[config.mk]
export PLATFORM = sky130hd
export DESIGN_NAME = auction_winner_scan_flat
export DESIGN_NICKNAME = d
export VERILOG_FILES = /design/src/rtl/auction_winner_scan_if.sv /design/src/rtl/auction_winner_scan.sv /design/src/flat_wrapper.sv
export SDC_FILE = /design/constraint.sdc
export NUM_CORES = 1
export LEC_CHECK = 0
export CAP_MARGIN = 30
export CORE_ASPECT_RATIO = 0.7
export CORE_MARGIN = 1
export CORE_UTILIZATION = 29
export CTS_BUF_LIST = sky130_fd_sc_hd__clkbuf_8
export CTS_CLUSTER_DIAMETER = 50
export DETAILED_ROUTE_END_ITERATION = 10
export PLACE_DENSITY = 0.64
export SYNTH_ARGS = -nofsm -noshare
export SYNTH_HDL_FRONTEND = slang
export SYNTH_SLANG_ARGS = --single-unit
[constraint.sdc]
create_clock -name clk -period 2.9 [get_ports clk]
set_input_delay 0.87 -clock clk [delete_from_list [all_inputs] [get_ports clk]]
set_output_delay 0.87 -clock clk [all_outputs]
set_load 0.01 [all_outputs]
[src/rtl/auction_winner_scan_if.sv]
`timescale 1ns/1ps
// -----------------------------------------------------------------------------
// auction_winner_scan_if
//
// Bundle of the bid handshake and result signals of auction_winner_scan.
//
// Parameters:
//   N  index width; the auction has 2**N bidders
//   W  bid width in bits (unsigned)
//
// Signals:
//   start          single-cycle pulse that begins a new auction
//   bid_valid      a bid is present on bid
//   bid[W]         bid of the bidder whose number equals the accept count
//   bid_ready      scanner can accept a bid this cycle
//   done           results valid; held until the next start
//   winner_idx[N]  index of the highest bidder (mux select / decoder input)
//   winner_onehot  one-hot of winner_idx while done, zero otherwise
//   winner_bid[W]  highest bid
//   second_bid[W]  second-highest bid (constant 0 unless second-price build)
//
// Modports:
//   master  bid source / result consumer
//   slave   the scanner itself
// -----------------------------------------------------------------------------
interface auction_winner_scan_if #(
  parameter int N = 3,
  parameter int W = 8
);
  logic                  start;
  logic                  bid_valid;
  logic [W-1:0]          bid;
  logic                  bid_ready;
  logic                  done;
  logic [N-1:0]          winner_idx;
  logic [(1<<N)-1:0]     winner_onehot;
  logic [W-1:0]          winner_bid;
  logic [W-1:0]          second_bid;

  modport master (
    output start, bid_valid, bid,
    input  bid_ready, done, winner_idx, winner_onehot, winner_bid, second_bid
  );

  modport slave (
    input  start, bid_valid, bid,
    output bid_ready, done, winner_idx, winner_onehot, winner_bid, second_bid
  );
endinterface

[src/rtl/auction_winner_scan.sv]
`timescale 1ns/1ps
// -----------------------------------------------------------------------------
// auction_winner_scan
//
// Sequential arg-max over 2**N bids delivered one per handshake. Keeps a
// running maximum (lowest index wins ties) and, optionally, the runner-up
// value used as the Vickrey clearing price.
//
// Ports:
//   clk    system clock, rising edge
//   rst_n  asynchronous active-low reset
//   bus    auction_winner_scan_if.slave (start, bid_valid, bid in;
//          bid_ready, done, winner_idx, winner_onehot, winner_bid,
//          second_bid out). Every output is a flop.
//
// Build option:
//   AUCTION_SECOND_PRICE_EN  when defined, second_bid tracks the
//                            second-highest bid; otherwise it is tied to 0
//                            and no runner-up register/comparator exists.
// -----------------------------------------------------------------------------
module auction_winner_scan #(
  parameter int N = 3,
  parameter int W = 8
) (
  input  logic                 clk,
  input  logic                 rst_n,
  auction_winner_scan_if.slave bus
);

  typedef enum logic [1:0] {
    IDLE = 2'd0,
    SCAN = 2'd1,
    DONE = 2'd2
  } state_t;

  state_t              state_q, state_d;
  logic [N-1:0]        count_q, count_d;
  logic [N-1:0]        idx_q, idx_d;
  logic [W-1:0]        win_q, win_d;
  logic                ready_q, ready_d;
  logic                done_q, done_d;
  logic [(1<<N)-1:0]   onehot_q, onehot_d;

  logic clear;   // start seen outside SCAN: wipe results, begin scanning
  logic accept;  // handshake completes this cycle
  logic first;   // the accepted bid is bidder 0
  logic last;    // the accepted bid is the final bidder

  // ready_q is only ever high in SCAN, so it also qualifies the state.
  assign clear  = bus.start && (state_q != SCAN);
  assign accept = bus.bid_valid && ready_q;
  assign first  = (count_q == '0);
  assign last   = &count_q;

  // ---------------------------------------------------------------------------
  // FSM: state register
  // ---------------------------------------------------------------------------
  // NOTE: clocked state uses non-blocking assignments so every flop samples
  // the pre-edge values regardless of process evaluation order.
  always_ff @(posedge clk or negedge rst_n) begin
    if (!rst_n) state_q <= IDLE;
    else        state_q <= state_d;
  end

  // ---------------------------------------------------------------------------
  // FSM: next-state logic
  // ---------------------------------------------------------------------------
  // NOTE: every combinational output is given a default before any branch;
  // a path that leaves it unassigned would infer a latch.
  always_comb begin
    state_d = state_q;
    case (state_q)
      IDLE:    if (bus.start)      state_d = SCAN;
      SCAN:    if (accept && last) state_d = DONE;
      DONE:    if (bus.start)      state_d = SCAN;
      default:                     state_d = IDLE;
    endcase
  end

  // ---------------------------------------------------------------------------
  // FSM: output logic. Status outputs are decoded from the next state and
  // registered, so they change on the same edge as the state itself.
  // ---------------------------------------------------------------------------
  always_comb begin
    ready_d  = (state_d == SCAN);
    done_d   = (state_d == DONE);
    onehot_d = '0;
    if (done_d) onehot_d[idx_d] = 1'b1;
  end

  // ---------------------------------------------------------------------------
  // Running maximum
  // ---------------------------------------------------------------------------
  always_comb begin
    count_d = count_q;
    idx_d   = idx_q;
    win_d   = win_q;
    if (clear) begin
      count_d = '0;
      idx_d   = '0;
      win_d   = '0;
    end else if (accept) begin
      count_d = count_q + N'(1);   // wraps to 0 after the last bidder
      if (first) begin
        win_d = bus.bid;
        idx_d = '0;
      end else if (bus.bid > win_q) begin
        // Strict compare: an equal bid never displaces the lower index.
        win_d = bus.bid;
        idx_d = count_q;
      end
    end
  end

  // NOTE: this block holds only a handful of flops, so all of them take the
  // asynchronous reset; outputs read 0 the instant rst_n falls.
  always_ff @(posedge clk or negedge rst_n) begin
    if (!rst_n) begin
      count_q  <= '0;
      idx_q    <= '0;
      win_q    <= '0;
      ready_q  <= 1'b0;
      done_q   <= 1'b0;
      onehot_q <= '0;
    end else begin
      count_q  <= count_d;
      idx_q    <= idx_d;
      win_q    <= win_d;
      ready_q  <= ready_d;
      done_q   <= done_d;
      onehot_q <= onehot_d;
    end
  end

  // ---------------------------------------------------------------------------
  // Runner-up price
  // ---------------------------------------------------------------------------
`ifdef AUCTION_SECOND_PRICE_EN
  logic [W-1:0] sec_q, sec_d;

  // Keeps the top two values of the bid multiset: a displaced maximum drops
  // to second place, and a bid equal to the maximum still counts as second.
  always_comb begin
    sec_d = sec_q;
    if (clear) begin
      sec_d = '0;
    end else if (accept) begin
      if (first)                  sec_d = '0;
      else if (bus.bid > win_q)   sec_d = win_q;
      else if (bus.bid > sec_q)   sec_d = bus.bid;
    end
  end

  always_ff @(posedge clk or negedge rst_n) begin
    if (!rst_n) sec_q <= '0;
    else        sec_q <= sec_d;
  end

  assign bus.second_bid = sec_q;
`else
  assign bus.second_bid = '0;
`endif

  assign bus.bid_ready     = ready_q;
  assign bus.done          = done_q;
  assign bus.winner_idx    = idx_q;
  assign bus.winner_onehot = onehot_q;
  assign bus.winner_bid    = win_q;

endmodule

[src/flat_wrapper.sv]
// flat-port wrapper written by rule: the top's interface ports become plain ports
module auction_winner_scan_flat 
#(
  parameter int N = 3,
  parameter int W = 8
)
  (clk, rst_n, bus_start, bus_bid_valid, bus_bid, bus_bid_ready, bus_done, bus_winner_idx, bus_winner_onehot, bus_winner_bid, bus_second_bid);
  auction_winner_scan_if #(.N(N), .W(W)) bus_i ();
  input  logic clk;
  input  logic rst_n;
  input wire logic [$bits(bus_i.start)-1:0] bus_start;
  input wire logic [$bits(bus_i.bid_valid)-1:0] bus_bid_valid;
  input wire logic [$bits(bus_i.bid)-1:0] bus_bid;
  output wire logic [$bits(bus_i.bid_ready)-1:0] bus_bid_ready;
  output wire logic [$bits(bus_i.done)-1:0] bus_done;
  output wire logic [$bits(bus_i.winner_idx)-1:0] bus_winner_idx;
  output wire logic [$bits(bus_i.winner_onehot)-1:0] bus_winner_onehot;
  output wire logic [$bits(bus_i.winner_bid)-1:0] bus_winner_bid;
  output wire logic [$bits(bus_i.second_bid)-1:0] bus_second_bid;
  assign bus_i.start = bus_start;
  assign bus_i.bid_valid = bus_bid_valid;
  assign bus_i.bid = bus_bid;
  assign bus_bid_ready = bus_i.bid_ready;
  assign bus_done = bus_i.done;
  assign bus_winner_idx = bus_i.winner_idx;
  assign bus_winner_onehot = bus_i.winner_onehot;
  assign bus_winner_bid = bus_i.winner_bid;
  assign bus_second_bid = bus_i.second_bid;
  auction_winner_scan #(.N(N), .W(W)) u_core (.clk(clk), .rst_n(rst_n), .bus(bus_i));
endmodule
==> out/metrics.csv <==
metric,value,unit
path_cells,clkdlybuf4s50_1 > ha_1 > nor2b_4 > o211ai_2 > a21o_4 > a21o_1 > a211oi_4 > buf_4 > a22o_1,
drt-pass1-iter-count,4,
clkLatencyLatePin,0.27,ns
pwr-share-seq,31.9,%
via_count,1073,
worstHoldStart,u_core.state_q[1],
final.min_clock_period,2.66,ns
rsz0062_at_grt,false,
arrival,2.88,ns
cts_root_buf,clkbuf_8,
end_kind,flop,
min-delay-path-class,reg -> reg,
antenna_cells,0,
synth_mux_area_share,0,%
overflow,0,
core_area,0.00478,mm²
crit_fanout,5,
p_sw_share,37.4,%
post_cts_buffers,0,
max_freq,376,MHz
final_util,41.5,%
dieArea,0.00527,mm²
maxCapViolCount,0,
yosysWarnings,0,
die_h,61.0,µm
switchingPower,0.679,mW
start_util,30.2,%
crit_buf_inv,2,
grt_pass1_wl,4.66,mm
drt_iter0_markers,41,
timing.final.crit_share,91.8,%
drt-wirelength-per-cell,11.8,µm
status,finished clean,
grt_max_degree,27,
boundaryPins,41,
ys.flop_type,dfrtp_1,
synth_edf_count,0,
r2r-start,u_core.count_q[1],
synth_cell_types,39,
htreeDepth,1,
drc,0,
cts_resized,0,
holdBufCountCts,0,
cpPeakStageDelay,0.45,ns
wl,2.89,mm
worstSetupPathType,in -> reg,
synth-compound-area-share,22.8,%
cts_buffer_depth,2,
ys_ff_latch,26,
grt_usage,11.8,%
most-common-layout-cells,"clkdlybuf4s50_1, dfrtp_1, buf_4",
numCtsBuffers,3,
drive_gt1_share,21.6,%
first_global_vias,955,
register_area,651,µm²
multiInputGateArea,709,µm²
setup_violations,0,
synthAdderAreaFrac,9.54,%
yosys.area_share.simple,14.1,%
hold_violations,0,
r2r_slack,0.81,ns
wl_met1,1.58,mm
worst_ep_required_time,3.11,ns
gp_congestion,0.709,
synth.avg_cell_area,11.3,µm²
fillers,484,
antenna_found_initial,0,
cpLargestDelayFamily,compound AO/OA/AOI/OAI gates,
cts_sinks,26,
ys_seq_area_share,45.1,%
topRoutingLayerUsed,met4,
crit_start,bus_bid[1],
postRouteAntennaNets,0,
p_leak,0.902,nW
synth_top_family_by_area,compound AO/OA/AOI/OAI gates,
clk_pin_slew,0.09,ns
finalHoldWorstSlack,0.521,ns
syn_inst,128,
met3WireLength,160,µm
via_per_inst,4.38,
rows,21,
post-dp-hpwl,2.26,mm
dr_wl_met2,1.15,mm
clkPwrFrac,16.5,%
finClkSkew,0.00226,ns
area_growth,37.6,%
synth_xor_area_share,0.607,%
combPwrFrac,51.6,%
cp_slowest_cell,clkdlybuf4s50_1,
postSynth.asyncResetShare,100,%
ir_drop,0.000321,V
final_common_cell,clkdlybuf4s50_1,
syn_area,0.00144,mm²
p_per_area,914,mW/mm²
cts_tree,yes,
fin_nets,200,
start_kind,input port,
p_int,1.13,mW
die_w,86.3,µm
portBuffers,32,
slew_violations,0,
[worst register-to-register path: cells and delay by family, from the launching register on]
family,cells,cell delay (ns)
buffers and inverters,2,0.23
and+or+nand+nor,2,0.33
DFF,1,0.46
adders and majority gates,1,0.18
AOI/OAI and AO/OA,4,0.80
[cell type report]
cell class / count / area share (%)
Clock inverter: 1 / 1.51
Multi-Input combinational cell: 88 / 35.8
Timing Repair Buffer: 45 / 21.1
Tap cell: 69 / 4.35
Inverter: 13 / 2.46
Clock buffer: 3 / 2.08
Sequential cell: 26 / 32.8
[power by group through the flow]
stage               Combinational [mW]  Clock [mW]  Sequential, mW
finish                           0.935       0.300           0.578
global route                      1.03       0.325           0.596
CTS                              0.944       0.311           0.579
detailed placement               0.937           0           0.583
global placement                 0.936           0           0.581
floorplan                        0.549           0           0.597
[layer usage]
layer,vias to the layer above,global-route usage [%]
li1,543,-
met1,502,18.7
met2,26,16.0
met3,2,3.08
met4,0,2.14
met5,-,0
[cells in the mapped netlist (2+ instances only)]
| library cell | instances | share of area [%] |
|---|---|---|
| dfrtp_1 | 26 | 45 |
| ha_1 | 11 | 9.5 |
| inv_1 | 11 | 2.9 |
| a22o_1 | 8 | 4.9 |
| buf_4 | 8 | 4.2 |
| nor3_1 | 8 | 2.8 |
| a21oi_1 | 7 | 2.4 |
| nand3_1 | 6 | 2.1 |
| nand2_1 | 5 | 1.3 |
| nor2_1 | 5 | 1.3 |
| a211oi_2 | 2 | 1.7 |
| inv_2 | 2 | 0.52 |
| o21ai_1 | 2 | 0.69 |
| o22ai_1 | 2 | 0.87 |
[flip-flops by register name, indices dropped and copies added, names as in the netlist]
register,cells
u_core.state_q,2
u_core.bus.winner_onehot,8
u_core.bus.done,1
u_core.bus.winner_idx,3
u_core.count_q,3
u_core.bus.winner_bid,8
u_core.bus.bid_ready,1
[logic make-up (layout without fill, tap and decap cells)]
kind of cell | Yosys count | count (layout)
other | 1 | 8
xor gates and xnor gates | 1 | 1
DFF | 26 | 26
buffers and inverters | 21 | 62
AOI/OAI and AO/OA | 34 | 34
and+or+nand+nor | 34 | 34
adders and majority gates | 11 | 11
[metrics by stage]
stage               total power, mW  worst slack, ns  instances  setup TNS (ns)  cell area (µm²)
floorplan                      1.15            0.517        135               0             1470
global placement               1.52          -0.0451        241          -0.171             1910
CTS                            1.83            0.246        245               0             1980
global route                   1.95            0.163        245               0             1980
finish                         1.81            0.238        245               0             1980
detailed placement             1.52          -0.0302        241          -0.210             1910
[final timing paths]
kind                                               end  depth (start not counted)
max reg2reg                u_core.bus.winner_onehot[5]                          9
min in group asynchronous         u_core.bus.bid_ready                          2
min reg2reg                            u_core.bus.done                          2
max in group asynchronous     u_core.bus.winner_bid[6]                          2
min                                    u_core.bus.done                          2
max                           u_core.bus.winner_bid[4]                          9
(Power assumes the default switching activity.)
